## src/rtl/posit_add_arbiter_if.sv

```systemverilog
// Requester / shared-adder / response bundle for posit_add_arbiter.
// slave = arbiter side, master = requesters plus adder side.
interface posit_add_arbiter_if #(
  parameter int NREQ = 4
);
  logic [NREQ-1:0]    req_valid;
  logic [32*NREQ-1:0] req_in1;
  logic [32*NREQ-1:0] req_in2;
  logic [NREQ-1:0]    req_ready;
  logic               hold;

  logic               add_start;
  logic [31:0]        add_in1;
  logic [31:0]        add_in2;
  logic [31:0]        add_result;
  logic               add_inf;
  logic               add_zero;
  logic               add_done;

  logic [NREQ-1:0]    rsp_valid;
  logic [31:0]        rsp_result;
  logic               rsp_inf;
  logic               rsp_zero;

  modport slave (
    input  req_valid, req_in1, req_in2, hold,
    input  add_result, add_inf, add_zero, add_done,
    output req_ready,
    output add_start, add_in1, add_in2,
    output rsp_valid, rsp_result, rsp_inf, rsp_zero
  );

  modport master (
    output req_valid, req_in1, req_in2, hold,
    output add_result, add_inf, add_zero, add_done,
    input  req_ready,
    input  add_start, add_in1, add_in2,
    input  rsp_valid, rsp_result, rsp_inf, rsp_zero
  );
endinterface

```

## src/rtl/posit_add_arbiter.sv

```systemverilog
// Round-robin arbiter sharing one fixed-latency posit adder among NREQ
// requesters; a tag shift register routes each result to its owner.
module posit_add_arbiter #(
  parameter int NREQ    = 4,
  parameter int LATENCY = 4
) (
  input  logic       clk,
  input  logic       rst_n,
  posit_add_arbiter_if.slave bus,
  output logic [3:0] inflight,
  output logic       idle,
  output logic       err_sync
);

  localparam int PW = (NREQ > 1) ? $clog2(NREQ) : 1;
  localparam int CW = $clog2(LATENCY + 1);

  typedef struct packed {
    logic          v;
    logic [PW-1:0] id;
  } tag_t;

  logic [PW-1:0]      ptr_q, ptr_d;
  logic [PW-1:0]      gnt_id;
  logic               gnt_any;
  logic [NREQ-1:0]    gnt;
  logic [PW-1:0]      idx;

  logic               add_start_q, add_start_d;
  logic [31:0]        add_in1_q, add_in1_d;
  logic [31:0]        add_in2_q, add_in2_d;
  logic [PW-1:0]      id_q, id_d;

  tag_t [LATENCY-1:0] tag_q;
  tag_t               tag_in;
  tag_t               tag_out;

  logic [3:0]         inflight_q, inflight_d;
  logic [CW-1:0]      mask_q, mask_d;
  logic               err_q, err_d;
  logic               rsp_fire;

  // Search from ptr; the first valid requester wins.
  always_comb begin
    gnt_id  = '0;
    gnt_any = 1'b0;
    idx     = '0;
    for (int k = 0; k < NREQ; k++) begin
      idx = PW'((int'(ptr_q) + k) % NREQ);
      if (!gnt_any && bus.req_valid[idx]) begin
        gnt_any = 1'b1;
        gnt_id  = idx;
      end
    end
    if (bus.hold || !rst_n) begin
      gnt_any = 1'b0;
    end
  end

  always_comb begin
    gnt = '0;
    if (gnt_any) begin
      gnt = NREQ'(1) << gnt_id;
    end
  end

  assign bus.req_ready = gnt;

  always_comb begin
    ptr_d = ptr_q;
    if (gnt_any) begin
      ptr_d = (gnt_id == PW'(NREQ - 1)) ? '0 : gnt_id + PW'(1);
    end
  end

  always_comb begin
    add_start_d = gnt_any;
    add_in1_d   = '0;
    add_in2_d   = '0;
    id_d        = '0;
    if (gnt_any) begin
      add_in1_d = bus.req_in1[32*int'(gnt_id) +: 32];
      add_in2_d = bus.req_in2[32*int'(gnt_id) +: 32];
      id_d      = gnt_id;
    end
  end

  always_comb begin
    tag_in.v  = add_start_q;
    tag_in.id = add_start_q ? id_q : '0;
  end

  assign tag_out  = tag_q[LATENCY-1];
  assign rsp_fire = tag_out.v;

  always_comb begin
    bus.rsp_valid = '0;
    if (rsp_fire) begin
      bus.rsp_valid = NREQ'(1) << tag_out.id;
    end
  end

  assign bus.rsp_result = bus.add_result;
  assign bus.rsp_inf    = bus.add_inf;
  assign bus.rsp_zero   = bus.add_zero;

  assign bus.add_start = add_start_q;
  assign bus.add_in1   = add_in1_q;
  assign bus.add_in2   = add_in2_q;

  always_comb begin
    inflight_d = inflight_q;
    unique case ({gnt_any, rsp_fire})
      2'b10: begin
        if (inflight_q != 4'hF) begin
          inflight_d = inflight_q + 4'd1;
        end
      end
      2'b01: begin
        if (inflight_q != 4'h0) begin
          inflight_d = inflight_q - 4'd1;
        end
      end
      default: inflight_d = inflight_q;
    endcase
  end

  // The adder is not reset with us: ignore its done strobes until the
  // pre-reset contents have drained out.
  always_comb begin
    mask_d = mask_q;
    if (mask_q != '0) begin
      mask_d = mask_q - CW'(1);
    end
  end

  always_comb begin
    err_d = err_q;
    if (mask_q == '0 && (bus.add_done != tag_out.v)) begin
      err_d = 1'b1;
    end
  end

  always_ff @(posedge clk or negedge rst_n) begin
    if (!rst_n) begin
      ptr_q       <= '0;
      add_start_q <= 1'b0;
      add_in1_q   <= '0;
      add_in2_q   <= '0;
      id_q        <= '0;
      inflight_q  <= '0;
      mask_q      <= CW'(LATENCY);
      err_q       <= 1'b0;
    end else begin
      ptr_q       <= ptr_d;
      add_start_q <= add_start_d;
      add_in1_q   <= add_in1_d;
      add_in2_q   <= add_in2_d;
      id_q        <= id_d;
      inflight_q  <= inflight_d;
      mask_q      <= mask_d;
      err_q       <= err_d;
    end
  end

  always_ff @(posedge clk or negedge rst_n) begin
    if (!rst_n) begin
      for (int k = 0; k < LATENCY; k++) begin
        tag_q[k] <= '0;
      end
    end else begin
      tag_q[0] <= tag_in;
      for (int k = 1; k < LATENCY; k++) begin
        tag_q[k] <= tag_q[k-1];
      end
    end
  end

  assign inflight = inflight_q;
  assign idle     = bus.hold && (inflight_q == 4'd0);
  assign err_sync = err_q;

endmodule

```

## src/flat_wrapper.sv

```systemverilog
// flat-port wrapper written by rule: the top's interface ports become plain ports
module posit_add_arbiter_flat 
#(
  parameter int NREQ    = 4,
  parameter int LATENCY = 4
)
  (clk, rst_n, inflight, idle, err_sync, bus_req_valid, bus_req_in1, bus_req_in2, bus_hold, bus_add_result, bus_add_inf, bus_add_zero, bus_add_done, bus_req_ready, bus_add_start, bus_add_in1, bus_add_in2, bus_rsp_valid, bus_rsp_result, bus_rsp_inf, bus_rsp_zero);
  posit_add_arbiter_if #(.NREQ(NREQ)) bus_i ();
  input  logic clk;
  input  logic rst_n;
  output logic [3:0] inflight;
  output logic idle;
  output logic err_sync;
  input wire logic [$bits(bus_i.req_valid)-1:0] bus_req_valid;
  input wire logic [$bits(bus_i.req_in1)-1:0] bus_req_in1;
  input wire logic [$bits(bus_i.req_in2)-1:0] bus_req_in2;
  input wire logic [$bits(bus_i.hold)-1:0] bus_hold;
  input wire logic [$bits(bus_i.add_result)-1:0] bus_add_result;
  input wire logic [$bits(bus_i.add_inf)-1:0] bus_add_inf;
  input wire logic [$bits(bus_i.add_zero)-1:0] bus_add_zero;
  input wire logic [$bits(bus_i.add_done)-1:0] bus_add_done;
  output wire logic [$bits(bus_i.req_ready)-1:0] bus_req_ready;
  output wire logic [$bits(bus_i.add_start)-1:0] bus_add_start;
  output wire logic [$bits(bus_i.add_in1)-1:0] bus_add_in1;
  output wire logic [$bits(bus_i.add_in2)-1:0] bus_add_in2;
  output wire logic [$bits(bus_i.rsp_valid)-1:0] bus_rsp_valid;
  output wire logic [$bits(bus_i.rsp_result)-1:0] bus_rsp_result;
  output wire logic [$bits(bus_i.rsp_inf)-1:0] bus_rsp_inf;
  output wire logic [$bits(bus_i.rsp_zero)-1:0] bus_rsp_zero;
  assign bus_i.req_valid = bus_req_valid;
  assign bus_i.req_in1 = bus_req_in1;
  assign bus_i.req_in2 = bus_req_in2;
  assign bus_i.hold = bus_hold;
  assign bus_i.add_result = bus_add_result;
  assign bus_i.add_inf = bus_add_inf;
  assign bus_i.add_zero = bus_add_zero;
  assign bus_i.add_done = bus_add_done;
  assign bus_req_ready = bus_i.req_ready;
  assign bus_add_start = bus_i.add_start;
  assign bus_add_in1 = bus_i.add_in1;
  assign bus_add_in2 = bus_i.add_in2;
  assign bus_rsp_valid = bus_i.rsp_valid;
  assign bus_rsp_result = bus_i.rsp_result;
  assign bus_rsp_inf = bus_i.rsp_inf;
  assign bus_rsp_zero = bus_i.rsp_zero;
  posit_add_arbiter #(.NREQ(NREQ), .LATENCY(LATENCY)) u_core (.clk(clk), .rst_n(rst_n), .bus(bus_i), .inflight(inflight), .idle(idle), .err_sync(err_sync));
endmodule
```

## config.mk

```make
export PLATFORM = sky130hd
export DESIGN_NAME = posit_add_arbiter_flat
export DESIGN_NICKNAME = d
export VERILOG_FILES = /design/src/rtl/posit_add_arbiter_if.sv /design/src/rtl/posit_add_arbiter.sv /design/src/flat_wrapper.sv
export SDC_FILE = /design/constraint.sdc
export NUM_CORES = 1
export LEC_CHECK = 0
export CAP_MARGIN = 15
export CORE_AREA = 2 2 158 160
export DETAILED_ROUTE_END_ITERATION = 12
export DIE_AREA = 0 0 160 162
export GPL_TIMING_DRIVEN = 1
export MAX_ROUTING_LAYER = met4
export PLACE_DENSITY = 0.63
export SLEW_MARGIN = 20
export SYNTH_ARGS = -nofsm -noshare
export SYNTH_HDL_FRONTEND = slang
export SYNTH_SLANG_ARGS = --single-unit
```

## constraint.sdc

```tcl
create_clock -name clk -period 8.2 [get_ports clk]
set_clock_uncertainty 0.2 [all_clocks]
set_input_delay 2.46 -clock clk [delete_from_list [all_inputs] [get_ports clk]]
set_output_delay 2.46 -clock clk [all_outputs]
set_load 0.01 [all_outputs]
```

-- Word level (Yosys, flattened, before mapping)
Index checks and enable logic that the tools add are counted.
- reduce and logical (&&, ||, !) cells: 16
- add/subtract/negate cells: 7
- magnitude comparators: 4
- muxes and demuxes: 27
- eq/ne operators: 7
- shift operators: 4
- operators with widths (kind ; count):
    variable part select 128 x 8 -> 32 bit ; 2
    2-to-1 mux 32 bit ; 2
    2-to-1 mux 4 bit ; 4
    2-to-1 mux 2 bit ; 7
    < comparator 2 x 3 -> 1 bit (second input constant) ; 4
    2-to-1 mux 1 bit ; 9
    binary-select mux 1 bit (select 2 bit) ; 4
    case mux 4 bit (2 select lines) ; 1
    << shifter 1 x 2 -> 4 bit (first input constant) ; 2
    logical AND 1 bit ; 5
    adder 2 x 1 -> 2 bit (second input constant) ; 2
    adder 2 bit (second input constant) ; 2
    adder 4 x 1 -> 4 bit (second input constant) ; 1
    == test 2 bit (second input constant) ; 2
    zero test 1 bit ; 4
    zero test 4 bit ; 1
    inequality test 2 x 1 -> 1 bit (second input constant) ; 2
    inequality test 4 bit (second input constant) ; 1
    nonzero test 4 bit ; 1
    subtractor 4 x 1 -> 4 bit (second input constant) ; 1
    zero test 3 bit ; 1
    AND reduction 3 bit ; 1
    nonzero test 3 bit ; 1
    subtractor 3 x 1 -> 3 bit (second input constant) ; 1
    other kinds (4) ; 4
- flip-flop bits (word level): 89

-- Depth between registers and ports, before layout
- depth in word-level cells: 16
- gate-level depth with buffers: 9

-- Worst setup path before layout
No wires, ideal clock.
- kind: input to output
- from: input port bus_req_valid[3]
- to: output port bus_req_ready[3]
- path buffers: 2
- arrival: 3485 ps
- setup slack: 2055 ps
- stages: 8
- cells stage by stage: nor2b_1 > nand3_1 > nand3_1 > buf_6 > buf_6 > inv_2 > ha_1 > and2_1
- cells in the longest elaborated chain, start to end: 14
- elaborated cells between the ends (all ways): 25
- those cells by class: shift: 1; mux: 18; reduce/logical: 6
- ends and longest elaborated chain (element ; line ; text):
    from (decl) ; flat_wrapper.sv:14 ; input wire logic [$bits(bus_i.req_valid)-1:0] bus_req_valid;
    binary-select mux 1 bit (select 2 bit) ; posit_add_arbiter.sv:50 ; if (!gnt_any && bus.req_valid[idx]) begin
    2-to-1 mux 1 bit (implied by the code) ; posit_add_arbiter.sv:50 ;
    2-to-1 mux 1 bit ; posit_add_arbiter.sv:50 ;
    zero test 1 bit ; posit_add_arbiter.sv:50 ;
    logical AND 1 bit ; posit_add_arbiter.sv:50 ;
    2-to-1 mux 1 bit ; posit_add_arbiter.sv:50 ;
    zero test 1 bit ; posit_add_arbiter.sv:50 ;
    logical AND 1 bit ; posit_add_arbiter.sv:50 ;
    2-to-1 mux 1 bit ; posit_add_arbiter.sv:50 ;
    zero test 1 bit ; posit_add_arbiter.sv:50 ;
    logical AND 1 bit ; posit_add_arbiter.sv:50 ;
    2-to-1 mux 2 bit or 2-to-1 mux 1 bit (tied branches) ; posit_add_arbiter.sv:50 ;
    << shifter 1 x 2 -> 4 bit or 2-to-1 mux 1 bit (tied branches) ; posit_add_arbiter.sv:63, posit_add_arbiter.sv:55 ;
    2-to-1 mux 4 bit (*) ; posit_add_arbiter.sv:62 ; if (gnt_any) begin
    to (decl) ; flat_wrapper.sv:22 ; output wire logic [$bits(bus_i.req_ready)-1:0] bus_req_ready;
Mark *: on every way between the ends. The rest lies on a longest branch, timed or not. The select of a mux whose other input is x is not followed.

-- Worst setup path after layout
Ends and elaborated chain as after synthesis.

==> flow_metrics.py <==
metrics = {
    "sta": {
        "relSlewSlack": 0.3717,
        "fin_tns_setup_ps": 0,
        "unrepaired_setup_endpoints_after_global_routing": "no",
        "slew_viol_final": 0,
        "fmax_ghz": 0.1378,
        "fin_worst_hold_slack_ps": 150.5,
        "report.final.setup_viol": 0,
        "hold_viol": 0,
        "worst_slack_ps": 941.0,
        "max_slew.worst_pin.slew_ps": 942.5,
        "final_min_period_over_clock_period": 0.8852,
        "post-route-min-period_ps": 7259,
    },
    "critical_path": {
        "worst-setup-path-type": "in2out",
        "cp_slowest_cell": "sky130_fd_sc_hd__clkdlybuf4s50_1",
        "cp_max_stage_delay_ps": 630,
        "crit_path_end_kind": "output port",
        "critical_path.startpoint_type": "input pin",
        "timing.critical_path.fanout_max": 13,
        "critical_path.top_delay_family": "buffers and inverters",
        "cp.arrival_ps": 4600,
        "crit_buf_inv": 3,
        "timing.rr.start": "u_core.ptr_q[1]$_DFFE_PN0P_",
        "timing.critical_path.mode_cell": "sky130_fd_sc_hd__clkdlybuf4s50_1",
        "critical_path.cell_chain": "clkdlybuf4s50_1 > nor2_1 > a221oi_2 > nand3_4 > inv_2 > ha_1 > and2_1 > clkdlybuf4s50_1",
        "crit_start": "bus_req_valid[3]",
        "critical_path_required_ps": 5540,
    },
    "floorplan": {
        "floorplan.io_pins": 411,
        "core_region_area_um2": 24110,
        "initial_core_util": 0.2038,
        "die_area_um2": 25920,
        "floorplan.die.width_um": 160,
        "die_h_um": 162,
        "floorplan.rows": 57,
    },
    "pwr": {
        "static-leakage-power_nw": 3.909,
        "pwr_density_cell_nw_per_um2": 187.4,
        "ir_worst_vdd_uv": 93.56,
    },
    "yosys": {
        "post_synthesis_sequential_area_ratio": 0.4536,
        "synth_warnings": 0,
        "synth_top_cells_by_area": "sky130_fd_sc_hd__dfrtp_1, sky130_fd_sc_hd__mux2i_1, sky130_fd_sc_hd__o22ai_1, sky130_fd_sc_hd__buf_4, sky130_fd_sc_hd__buf_6",
        "post_synth.cell_area_avg_um2": 11.81,
        "synthesis.instances": 416,
        "synth_seq_cells": 89,
        "yosys.area.top_type_share": 0.4483,
        "synth_cell_types": 41,
        "post-synth-top-area-cell": "sky130_fd_sc_hd__dfrtp_1",
        "synth.net_count": 721,
        "post_synth_instance_area_um2": 4912,
    },
    "final_layout": {
        "drive_above_1_share": 0.05146,
        "finish.net_count": 1019,
        "most-common-layout-cells": "sky130_fd_sc_hd__clkdlybuf4s50_1, sky130_fd_sc_hd__mux2i_1, sky130_fd_sc_hd__dfrtp_1",
        "utilization": 0.3577,
        "multi_input_area_um2": 2180,
        "most_common_library_cell_in_the_layout_ignoring_fill_and_taps": "sky130_fd_sc_hd__clkdlybuf4s50_1",
        "area_growth_pct": 75.55,
        "area_taken_by_flip_flops_and_latches_um2": 2228,
        "num-fill-cells": 2495,
        "num_antenna_cells": 0,
    },
    "drt": {
        "drtAntennaViolNets": 0,
        "drt-vias-per-instance": 4.213,
        "wirelength_mm": 17.53,
        "detailedRoute.firstIterationViolations": 115,
        "post_detailed_route_wirelength_per_cell_um": 16.80,
        "post-route-drc-count": 0,
        "drtPass1Iterations": 4,
        "dr_total_vias": 4394,
    },
    "place": {
        "portBuffers": 342,
        "dp_hpwl_mm": 13.39,
        "post-place-ws_ps": 934.2,
        "place.gp.congestion": 0.7672,
    },
    "cts": {
        "cts_buffer_depth": 2,
        "cts.reportedPaths.clkPinSlew_ps": 70,
        "cts-hold-fix-buffers": 0,
        "clock_tree.htree_level_count": 3,
        "tritoncts.num_buffers": 9,
        "cts_tree": "built",
        "clock_insertion_delay_worst_skew_ps": 340,
        "post_cts_resize_count": 0,
        "post-cts-setup-buffer-count": 0,
        "cts.sink_count": 89,
        "cts_root_cell": "sky130_fd_sc_hd__clkbuf_16",
    },
    "grt": {
        "grt_pass1_wl_mm": 25.90,
        "grt_util_all_layers": 0.1345,
        "grt_start_max_net_pins": 58,
        "grt_pass1_vias": 4646,
        "initial_antenna_violation_count": 0,
        "grt_overflow": 0,
    },
    "outcome": {
        "run_status": "completed",
    },
    "min_path": {
        "hold_path.class": "reg2reg",
        "worst_hold_startpoint": "u_core.tag_q[5]$_DFF_PN0_",
    },
    "job": {
        "cap_viol_max_count": 0,
    },
}
==> Yosys cell counts (all sizes together) <==
master / instances
inv: 8
nor2b: 2
a31oi: 1
and3b: 1
mux2: 2
o21ai: 4
nor3b: 1
nor3: 2
xnor2: 3
mux2i: 128
xor2: 2
a21oi: 2
and2: 6
nor2: 7
o31ai: 1
o21bai: 1
nand3: 2
or4: 1
or3: 1
dfrtp: 88
dfstp: 1
nand2: 9
clkbuf: 2
nand2b: 2
a21o: 1
a221oi: 2
a41o: 1
buf: 60
or2: 1
nor4: 1
o21a: 1
o22ai: 64
and3: 1
ha: 7
==> through the flow <==
| stage | cell area, um2 | power [mW] | cells |
|---|---|---|---|
| finish | 8623 | 1.616 | 1043 |
| global route | 8623 | 1.713 | 1043 |
| CTS | 8623 | 1.652 | 1043 |
| detailed placement | 8317 | 1.204 | 1027 |
| global placement | 8317 | 1.200 | 1027 |
| floorplan | 4912 | 0.9237 | 416 |
==> state kept, by name, indices dropped and copies added (netlist names) <==
name,count
u_core.bus.add_in1,32
u_core.bus.add_in2,32
u_core.bus.add_start,1
u_core.err_sync,1
u_core.id_q,2
u_core.inflight,4
u_core.mask_q,3
u_core.ptr_q,2
u_core.rsp_fire,1
u_core.tag_out,2
u_core.tag_q,9
==> logic make-up after synthesis <==
| logic type | synth area share |
|---|---|
| XOR/XNOR | 0.008917 |
| multiplexers | 0.2654 |
| buffers and inverters | 0.1052 |
| flip-flops | 0.4536 |
| AND/OR/NAND/NOR | 0.04127 |
| adder cells (fa/ha/maj) | 0.01783 |
| AO/OA/AOI/OAI | 0.1077 |
==> per-layer routing <==
layer	vias to the layer above	global-route usage	part of all wire
li1	2084	-	-
met1	2064	0.1487	0.39
met2	224	0.2346	0.51
met3	22	0.03856	0.075
met4	0	0.04341	0.019
met5	-	-	0
==> worst paths after layout <==
kind	end	slack, ps	depth (start not counted)
worst max-delay path	bus_req_ready[3]	940	8
worst min-delay path	u_core.tag_q[8]$_DFF_PN0_	150	0
worst max register to register	u_core.bus.add_in2[12]$_DFF_PN0_	5240	7
worst min register to register	u_core.tag_q[8]$_DFF_PN0_	150	0
max in group asynchronous	u_core.bus.add_in1[21]$_DFF_PN0_	4710	3
min in group asynchronous	u_core.bus.add_in2[28]$_DFF_PN0_	1990	2
==> layout make-up <==
cell class | count | area share
well taps | 324 | 0.04701
clock buffers | 9 | 0.02612
repair buffers | 349 | 0.4028
clock inverters | 7 | 0.009431
inverters | 8 | 0.003482
flip-flops and latches | 89 | 0.2584
multi-input cells | 257 | 0.2528
==> where the power goes <==
part	total (mW)	internal, mW	leakage (nW)	switching [mW]
Clock	0.429	0.219	0.150	0.210
Combinational	0.658	0.373	2.58	0.285
Sequential	0.528	0.495	1.18	0.0329
Total	1.62	1.09	3.91	0.528
Power figures use the tool's default switching activity.
